--- config.mk ---
export PLATFORM = sky130hd
export DESIGN_NAME = corr_accum32_flat
export DESIGN_NICKNAME = d
export VERILOG_FILES = /design/src/rtl/corr_accum32_pkg.sv /design/src/rtl/corr_accum32_if.sv /design/src/rtl/corr_accum32_bin_ram.sv /design/src/rtl/corr_accum32.sv /design/src/flat_wrapper.sv
export SDC_FILE = /design/constraint.sdc
export NUM_CORES = 2
export LEC_CHECK = 0
export CORE_MARGIN = 5
export CORE_UTILIZATION = 40
export CTS_BUF_LIST = sky130_fd_sc_hd__clkbuf_8
export CTS_CLUSTER_DIAMETER = 80
export CTS_CLUSTER_SIZE = 28
export DETAILED_ROUTE_END_ITERATION = 10
export HOLD_SLACK_MARGIN = 0.03
export PLACE_DENSITY = 0.55
export SYNTH_ARGS = -nofsm -noshare
export SYNTH_HDL_FRONTEND = slang
export SYNTH_HIERARCHICAL = 1
export SYNTH_SLANG_ARGS = --single-unit
export TNS_END_PERCENT = 100
--- constraint.sdc ---
create_clock -name clk -period 4.8 [get_ports clk]
set_clock_uncertainty 0.05 [all_clocks]
set_input_delay 0.72 -clock clk [delete_from_list [all_inputs] [get_ports clk]]
set_output_delay 0.72 -clock clk [all_outputs]
set_load 0.1 [all_outputs]
--- src/rtl/corr_accum32_pkg.sv ---
// corr_pkg: shared correlator widths, accumulate FSM states and saturating add
package corr_pkg;
  typedef enum logic [1:0] {IDLE, ACCUM, CLEAR} state_t;
  localparam int DATA_W = 8;
  localparam int LAGS = 32;
  localparam int ACC_W = 32;
  localparam int CNT_W = 32;
  localparam int SAT_W = 64;
  // Returns {saturated, value}; value is clamped to 2^w-1 (w < SAT_W).
  function automatic logic [SAT_W:0] sat_add(input logic [SAT_W-1:0] a, input logic [SAT_W-1:0] b, input int unsigned w);
    logic [SAT_W:0] s, m, one;
    one = (SAT_W+1)'(1);
    s = {1'b0, a} + {1'b0, b};
    m = (one << w) - one;
    return (s > m) ? {1'b1, m[SAT_W-1:0]} : {1'b0, s[SAT_W-1:0]};
  endfunction
endpackage

--- src/rtl/corr_accum32_if.sv ---
// corr_accum32_if: sample/history/readout/status bundle of the lag-bin accumulator
interface corr_accum32_if #(
  parameter int DATA_W = corr_pkg::DATA_W,
  parameter int AW = $clog2(corr_pkg::LAGS),
  parameter int ACC_W = corr_pkg::ACC_W,
  parameter int CNT_W = corr_pkg::CNT_W
);
  logic clr, cur_load, hist_valid, hist_last, rd_en;
  logic [DATA_W-1:0] cur_data, hist_data;
  logic [AW-1:0] rd_addr;
  logic [ACC_W-1:0] rd_data;
  logic rd_valid, busy, ovf, proto_err;
  logic [CNT_W-1:0] sample_cnt;
  modport master(output clr, cur_load, cur_data, hist_valid, hist_data, hist_last, rd_en, rd_addr,
                 input rd_data, rd_valid, busy, sample_cnt, ovf, proto_err);
  modport slave(input clr, cur_load, cur_data, hist_valid, hist_data, hist_last, rd_en, rd_addr,
                output rd_data, rd_valid, busy, sample_cnt, ovf, proto_err);
endinterface

--- src/rtl/corr_accum32_bin_ram.sv ---
// corr_bin_ram: LAGS x ACC_W bin store, one write port and one registered read port
module corr_bin_ram #(
  parameter int AW = 5,
  parameter int ACC_W = 32
) (
  input  logic             clk,
  input  logic             we_i,
  input  logic [AW-1:0]    waddr_i,
  input  logic [ACC_W-1:0] wdata_i,
  input  logic [AW-1:0]    raddr_i,
  output logic [ACC_W-1:0] rdata_o
);
  logic [ACC_W-1:0] mem_q [0:(1<<AW)-1];
  always_ff @(posedge clk) begin
    if (we_i) mem_q[waddr_i] <= wdata_i;
    rdata_o <= mem_q[raddr_i];
  end
endmodule

--- src/rtl/corr_accum32.sv ---
// corr_accum32: per-lag multiply-accumulate of current sample against streamed history
module corr_accum32 #(
  parameter int DATA_W = corr_pkg::DATA_W,
  parameter int LAGS = corr_pkg::LAGS,
  parameter int AW = $clog2(LAGS),
  parameter int ACC_W = corr_pkg::ACC_W,
  parameter int CNT_W = corr_pkg::CNT_W
) (
  input logic          clk,
  input logic          rst_n,
  corr_accum32_if.slave bus
);
  import corr_pkg::*;
  localparam logic [AW:0] LAST_BIN = (AW+1)'(LAGS-1);
  localparam logic [AW:0] ONE = (AW+1)'(1);
  state_t state_q, state_d;
  logic [AW:0] lag_q, lag_d;
  logic [DATA_W-1:0] cur_q;
  logic [2*DATA_W-1:0] prod_q;
  logic [AW-1:0] a1_q, ra, wa;
  logic v1_q, l1_q, rd_valid_q, ovf_q, perr_q;
  logic [CNT_W-1:0] cnt_q;
  logic beat, beat_ok, last, rd_go, clr_wr, acc_wr, we;
  logic [ACC_W-1:0] rdat, wd;
  logic [SAT_W:0] sum;
  always_comb begin
    beat = bus.hist_valid & ~bus.clr & (state_q != CLEAR);
    beat_ok = beat & ~lag_q[AW];
    last = beat & bus.hist_last;
    rd_go = bus.rd_en & (state_q == IDLE) & ~bus.clr & ~bus.hist_valid;
    clr_wr = state_q == CLEAR;
    acc_wr = v1_q & ~bus.clr & ~clr_wr;
    we = clr_wr | acc_wr;
    ra = beat ? lag_q[AW-1:0] : bus.rd_addr;
    wa = clr_wr ? lag_q[AW-1:0] : a1_q;
    sum = sat_add(SAT_W'(rdat), SAT_W'(prod_q), ACC_W);
    wd = clr_wr ? '0 : sum[ACC_W-1:0];
    state_d = bus.clr ? CLEAR
            : state_q == IDLE ? (bus.hist_valid ? ACCUM : IDLE)
            : state_q == ACCUM ? ((l1_q & ~beat) ? IDLE : ACCUM)
            : (lag_q == LAST_BIN) ? IDLE : CLEAR;
    // lag_q doubles as the sweep address while clearing; it saturates at LAGS in a long burst
    lag_d = (bus.clr | (clr_wr & (lag_q == LAST_BIN))) ? '0
          : clr_wr ? lag_q + ONE
          : last ? '0
          : (beat & ~lag_q[AW]) ? lag_q + ONE
          : lag_q;
  end
  always_ff @(posedge clk or negedge rst_n) begin
    if (!rst_n) begin
      state_q <= IDLE;
      lag_q <= '0;
      cur_q <= '0;
      prod_q <= '0;
      a1_q <= '0;
      v1_q <= 1'b0;
      l1_q <= 1'b0;
      rd_valid_q <= 1'b0;
      cnt_q <= '0;
      ovf_q <= 1'b0;
      perr_q <= 1'b0;
    end else begin
      state_q <= state_d;
      lag_q <= lag_d;
      cur_q <= (bus.cur_load & ~bus.clr & (state_q == IDLE)) ? bus.cur_data : cur_q;
      prod_q <= (2*DATA_W)'(cur_q) * (2*DATA_W)'(bus.hist_data);
      a1_q <= lag_q[AW-1:0];
      v1_q <= beat_ok;
      l1_q <= last;
      rd_valid_q <= rd_go;
      cnt_q <= bus.clr ? '0 : cnt_q + CNT_W'(last);
      ovf_q <= ~bus.clr & (ovf_q | (acc_wr & sum[SAT_W]));
      perr_q <= ~bus.clr & (perr_q | (beat & lag_q[AW]));
    end
  end
  corr_bin_ram #(.AW(AW), .ACC_W(ACC_W)) u_ram (
    .clk(clk), .we_i(we), .waddr_i(wa), .wdata_i(wd), .raddr_i(ra), .rdata_o(rdat)
  );
  assign bus.rd_data = rd_valid_q ? rdat : '0;
  assign bus.rd_valid = rd_valid_q;
  assign bus.busy = state_q != IDLE;
  assign bus.sample_cnt = cnt_q;
  assign bus.ovf = ovf_q;
  assign bus.proto_err = perr_q;
endmodule
--- src/flat_wrapper.sv ---
// flat-port wrapper written by rule: the top's interface ports become plain ports
module corr_accum32_flat import corr_pkg::*;
#(
  parameter int DATA_W = corr_pkg::DATA_W,
  parameter int LAGS = corr_pkg::LAGS,
  parameter int AW = $clog2(LAGS),
  parameter int ACC_W = corr_pkg::ACC_W,
  parameter int CNT_W = corr_pkg::CNT_W
)
  (clk, rst_n, bus_clr, bus_cur_load, bus_cur_data, bus_hist_valid, bus_hist_data, bus_hist_last, bus_rd_en, bus_rd_addr, bus_rd_data, bus_rd_valid, bus_busy, bus_sample_cnt, bus_ovf, bus_proto_err);
  corr_accum32_if #(.DATA_W(DATA_W), .AW(AW), .ACC_W(ACC_W), .CNT_W(CNT_W)) bus_i ();
  input logic clk;
  input logic rst_n;
  input wire logic [$bits(bus_i.clr)-1:0] bus_clr;
  input wire logic [$bits(bus_i.cur_load)-1:0] bus_cur_load;
  input wire logic [$bits(bus_i.cur_data)-1:0] bus_cur_data;
  input wire logic [$bits(bus_i.hist_valid)-1:0] bus_hist_valid;
  input wire logic [$bits(bus_i.hist_data)-1:0] bus_hist_data;
  input wire logic [$bits(bus_i.hist_last)-1:0] bus_hist_last;
  input wire logic [$bits(bus_i.rd_en)-1:0] bus_rd_en;
  input wire logic [$bits(bus_i.rd_addr)-1:0] bus_rd_addr;
  output wire logic [$bits(bus_i.rd_data)-1:0] bus_rd_data;
  output wire logic [$bits(bus_i.rd_valid)-1:0] bus_rd_valid;
  output wire logic [$bits(bus_i.busy)-1:0] bus_busy;
  output wire logic [$bits(bus_i.sample_cnt)-1:0] bus_sample_cnt;
  output wire logic [$bits(bus_i.ovf)-1:0] bus_ovf;
  output wire logic [$bits(bus_i.proto_err)-1:0] bus_proto_err;
  assign bus_i.clr = bus_clr;
  assign bus_i.cur_load = bus_cur_load;
  assign bus_i.cur_data = bus_cur_data;
  assign bus_i.hist_valid = bus_hist_valid;
  assign bus_i.hist_data = bus_hist_data;
  assign bus_i.hist_last = bus_hist_last;
  assign bus_i.rd_en = bus_rd_en;
  assign bus_i.rd_addr = bus_rd_addr;
  assign bus_rd_data = bus_i.rd_data;
  assign bus_rd_valid = bus_i.rd_valid;
  assign bus_busy = bus_i.busy;
  assign bus_sample_cnt = bus_i.sample_cnt;
  assign bus_ovf = bus_i.ovf;
  assign bus_proto_err = bus_i.proto_err;
  corr_accum32 #(.DATA_W(DATA_W), .LAGS(LAGS), .AW(AW), .ACC_W(ACC_W), .CNT_W(CNT_W)) u_core (.clk(clk), .rst_n(rst_n), .bus(bus_i));
endmodule
==> out/results.ini <==
[yosys]
syn_nets=3145
synth_top_flop_cell=edfxtp_1
synth_edf_count=1024
ys_warn_count=6
synth.yosys.seq_area_share_pct=70.3
synth_area_leaders=edfxtp_1 65%, mux2i_1 11%, dfrtp_1 3.9%
synthArstFlopShare_pct=6.55
yosysUniqueCellTypes=76
ys_seq_elements=1130
synth_cells=3025
synth_top_area_share_pct=65.0
synth_area_mm2=0.0473
synth.most_common_cell=edfxtp_1
syn_area_per_cell_um2=15.6
yosysTopAreaCell=edfxtp_1
synthTopCellsByCount=1024 x edfxtp_1, 514 x mux2i_1, 171 x nand2_1, 147 x a21oi_1, 116 x nand3_1

[status]
status=finished clean

[timing]
rsz0062_at_grt=no
hold_violations=0
whs_ns=0.432
setup-violations-final=0
tightest_slew_ns=1.06
drv_slew=0
fin_setup_tns_ns=0
maxSlewHeadroom_pct=29.3
clock.fmax_mhz=219
layout_min_cycle_time_ns=4.56
fin_crit_sh_pct=95.1

[global_routing]
grt_overflow=0
grt_pass1_wl_um=182000
grt_pass1_vias=26400
antenna_found_initial=5
grt_max_degree=75
grt_use_total_pct=19.4

[die]
io_pins=96
initial_core_util_pct=40.2
die_h_um=354
num_rows=126
die_w_um=354
die_area_mm2=0.125
core_area_mm2=0.118

[route]
antenna_left=0
drtIter0Drc=2255
wire_per_inst_um=26.1
drt-pass1-iter-count=5
via_per_inst=5.57
drc_errors=0
wirelength_um=125000
vias=26700

[power]
pwr-share-comb_pct=11.5
p_int_w=0.0128
power.total_w=0.0171
p_leak_nw=19.3
swShare_pct=25.3
clockPowerShare_pct=24.8
power_frac_seq_pct=63.7
power.density_mw_per_mm2=325
power.switching_w=0.00434
ir_drop_v=0.000199

[finish]
final_nets=3328
drive_gt1_share_pct=11.5
fillers=10200
syn_to_final_growth_pct=11.5
finalNonFillerCells=4786
final_cell_area_mm2=0.0528

[clocking]
htreeDepth=2
clk_latency_ns=0.83
clock_path_buffers=3
clk_pin_slew_ns=0.15
cts_root_buf=clkbuf_8
clock-sinks=1130
cts_tree=yes
numCtsBuffers=52

[worst_hold_path]
worstHoldPathCells=2
hold_class=primary input to flop

[setup_path]
crit_arrival_ns=5.21
critPathRequiredTime_ns=5.45
rr_worst_depth=18
critPathCaptureType=flop
path_max_fanout=5
cp-start-kind=primary input
critical_path_class=primary input to flop

[place]
numPortBuffers=95
gp_congestion=0.843
hpwl_um=75800
dp_cells=4688
placed_area_mm2=0.0516

[job]
drv_cap=0

area by class of cell:
cell class / count / area (µm²) / area share [%]
inverter: 74 / 278 / 0.527
timing repair buffer: 276 / 2840 / 5.37
sequential: 1130 / 33200 / 63.0
antenna: 5 / 12.5 / 0.0237
clock buffer: 57 / 785 / 1.49
multi-input combinational: 1674 / 13400 / 25.3
tap: 1536 / 1920 / 3.64
clock inverter: 34 / 312 / 0.591
power by group through the flow:
stage | Combinational (W) | Clock, W | Sequential (W)
2_1_floorplan | 0.00130 | 0 | 0.0110
6_report | 0.00196 | 0.00425 | 0.0109
4_1_cts | 0.00197 | 0.00438 | 0.0109
5_1_grt | 0.00214 | 0.00472 | 0.0109
3_5_place_dp | 0.00195 | 0 | 0.0111
3_3_place_gp | 0.00192 | 0 | 0.0111
kinds of logic after synthesis:
logic type / count (synthesis) / share of synthesized area (%)
DFF: 1130 / 70.3
buffers and inverters: 221 / 2.43
and+or+nand+nor: 582 / 6.16
AOI/OAI and AO/OA: 429 / 6.14
muxes: 522 / 11.1
adders and majority gates: 92 / 3.02
xor gates and xnor gates: 49 / 0.907
layer usage:
metal | global-route usage [%] | share of wire, %
met2 | 32.8 | 49
met4 | 4.41 | 2.4
met1 | 27.0 | 44
met3 | 2.52 | 5.3
met5 | 0 | 0
flip-flops by register name, indices dropped and copies added (netlist names):
name and cells:
u_core/u_ram/mem_q 1024, u_core/bus.sample_cnt 32, u_core/u_ram/rdata_o 32, u_core/prod_q 16, u_core/cur_q 8, u_core/lag_q 6
u_core/a1_q 5, u_core/state_q 2, u_core/bus.ovf 1, u_core/bus.proto_err 1, u_core/bus.rd_valid 1, u_core/l1_q 1
u_core/v1_q 1
per-stage QoR:
stage                     setup WS, ns  util (%)
final                            0.237      44.8
after global routing           0.00679      44.8
after CTS                       0.0958      44.8
after detailed placement        -0.575      43.8
after global placement          -0.568      43.8
after floorplan                  0.132         -
cells in the final DEF (no fill, tap or decap), types with 64 or more instances in the layout:
| cell type | n |
|---|---|
| edfxtp_1 | 1024 |
| mux2i_1 | 514 |
| nand2_1 | 169 |
| buf_4 | 139 |
| a21oi_1 | 129 |
| nand3_1 | 116 |
| a22oi_1 | 96 |
| clkdlybuf4s50_1 | 94 |
| inv_1 | 90 |
| and2_1 | 86 |
| dfrtp_1 | 72 |
| a22o_1 | 64 |
critical path, cell delays in order:
cell and delay [ns]:
clkdlybuf4s50_1 0.48, buf_4 0.18, and2_1 0.16, fa_1 0.55, inv_1 0.06, fa_1 0.53, inv_1 0.06, fa_1 0.53
inv_1 0.06, fa_1 0.54, inv_1 0.04, ha_1 0.35, and3_1 0.21, a211oi_1 0.31, o21bai_1 0.11, a21oi_1 0.19
xnor2_1 0.14
path summary, 6_finish.rpt:
kind | to | slack, ns | from
max reg2reg | u_core/prod_q[14] | 0.25 | u_core/cur_q[3]
max | u_core/prod_q[14] | 0.24 | bus_hist_data[7]
min reg2reg | u_core/state_q[0] | 0.47 | u_core/state_q[1]
min in group asynchronous | u_core/bus.sample_cnt[21] | 0.58 | rst_n
max in group asynchronous | u_core/prod_q[11] | 3.46 | rst_n
min | u_core/bus.rd_valid | 0.43 | bus_rd_en
repair_timing:
item / CTS / global route
buffers inserted: 0 / 1
hold buffers: 1 / 0
gates resized for setup: 0 / 3
setup endpoints to repair: 0 / 3
hold endpoints to repair: 71 / 0
(Power assumes the default switching activity.)
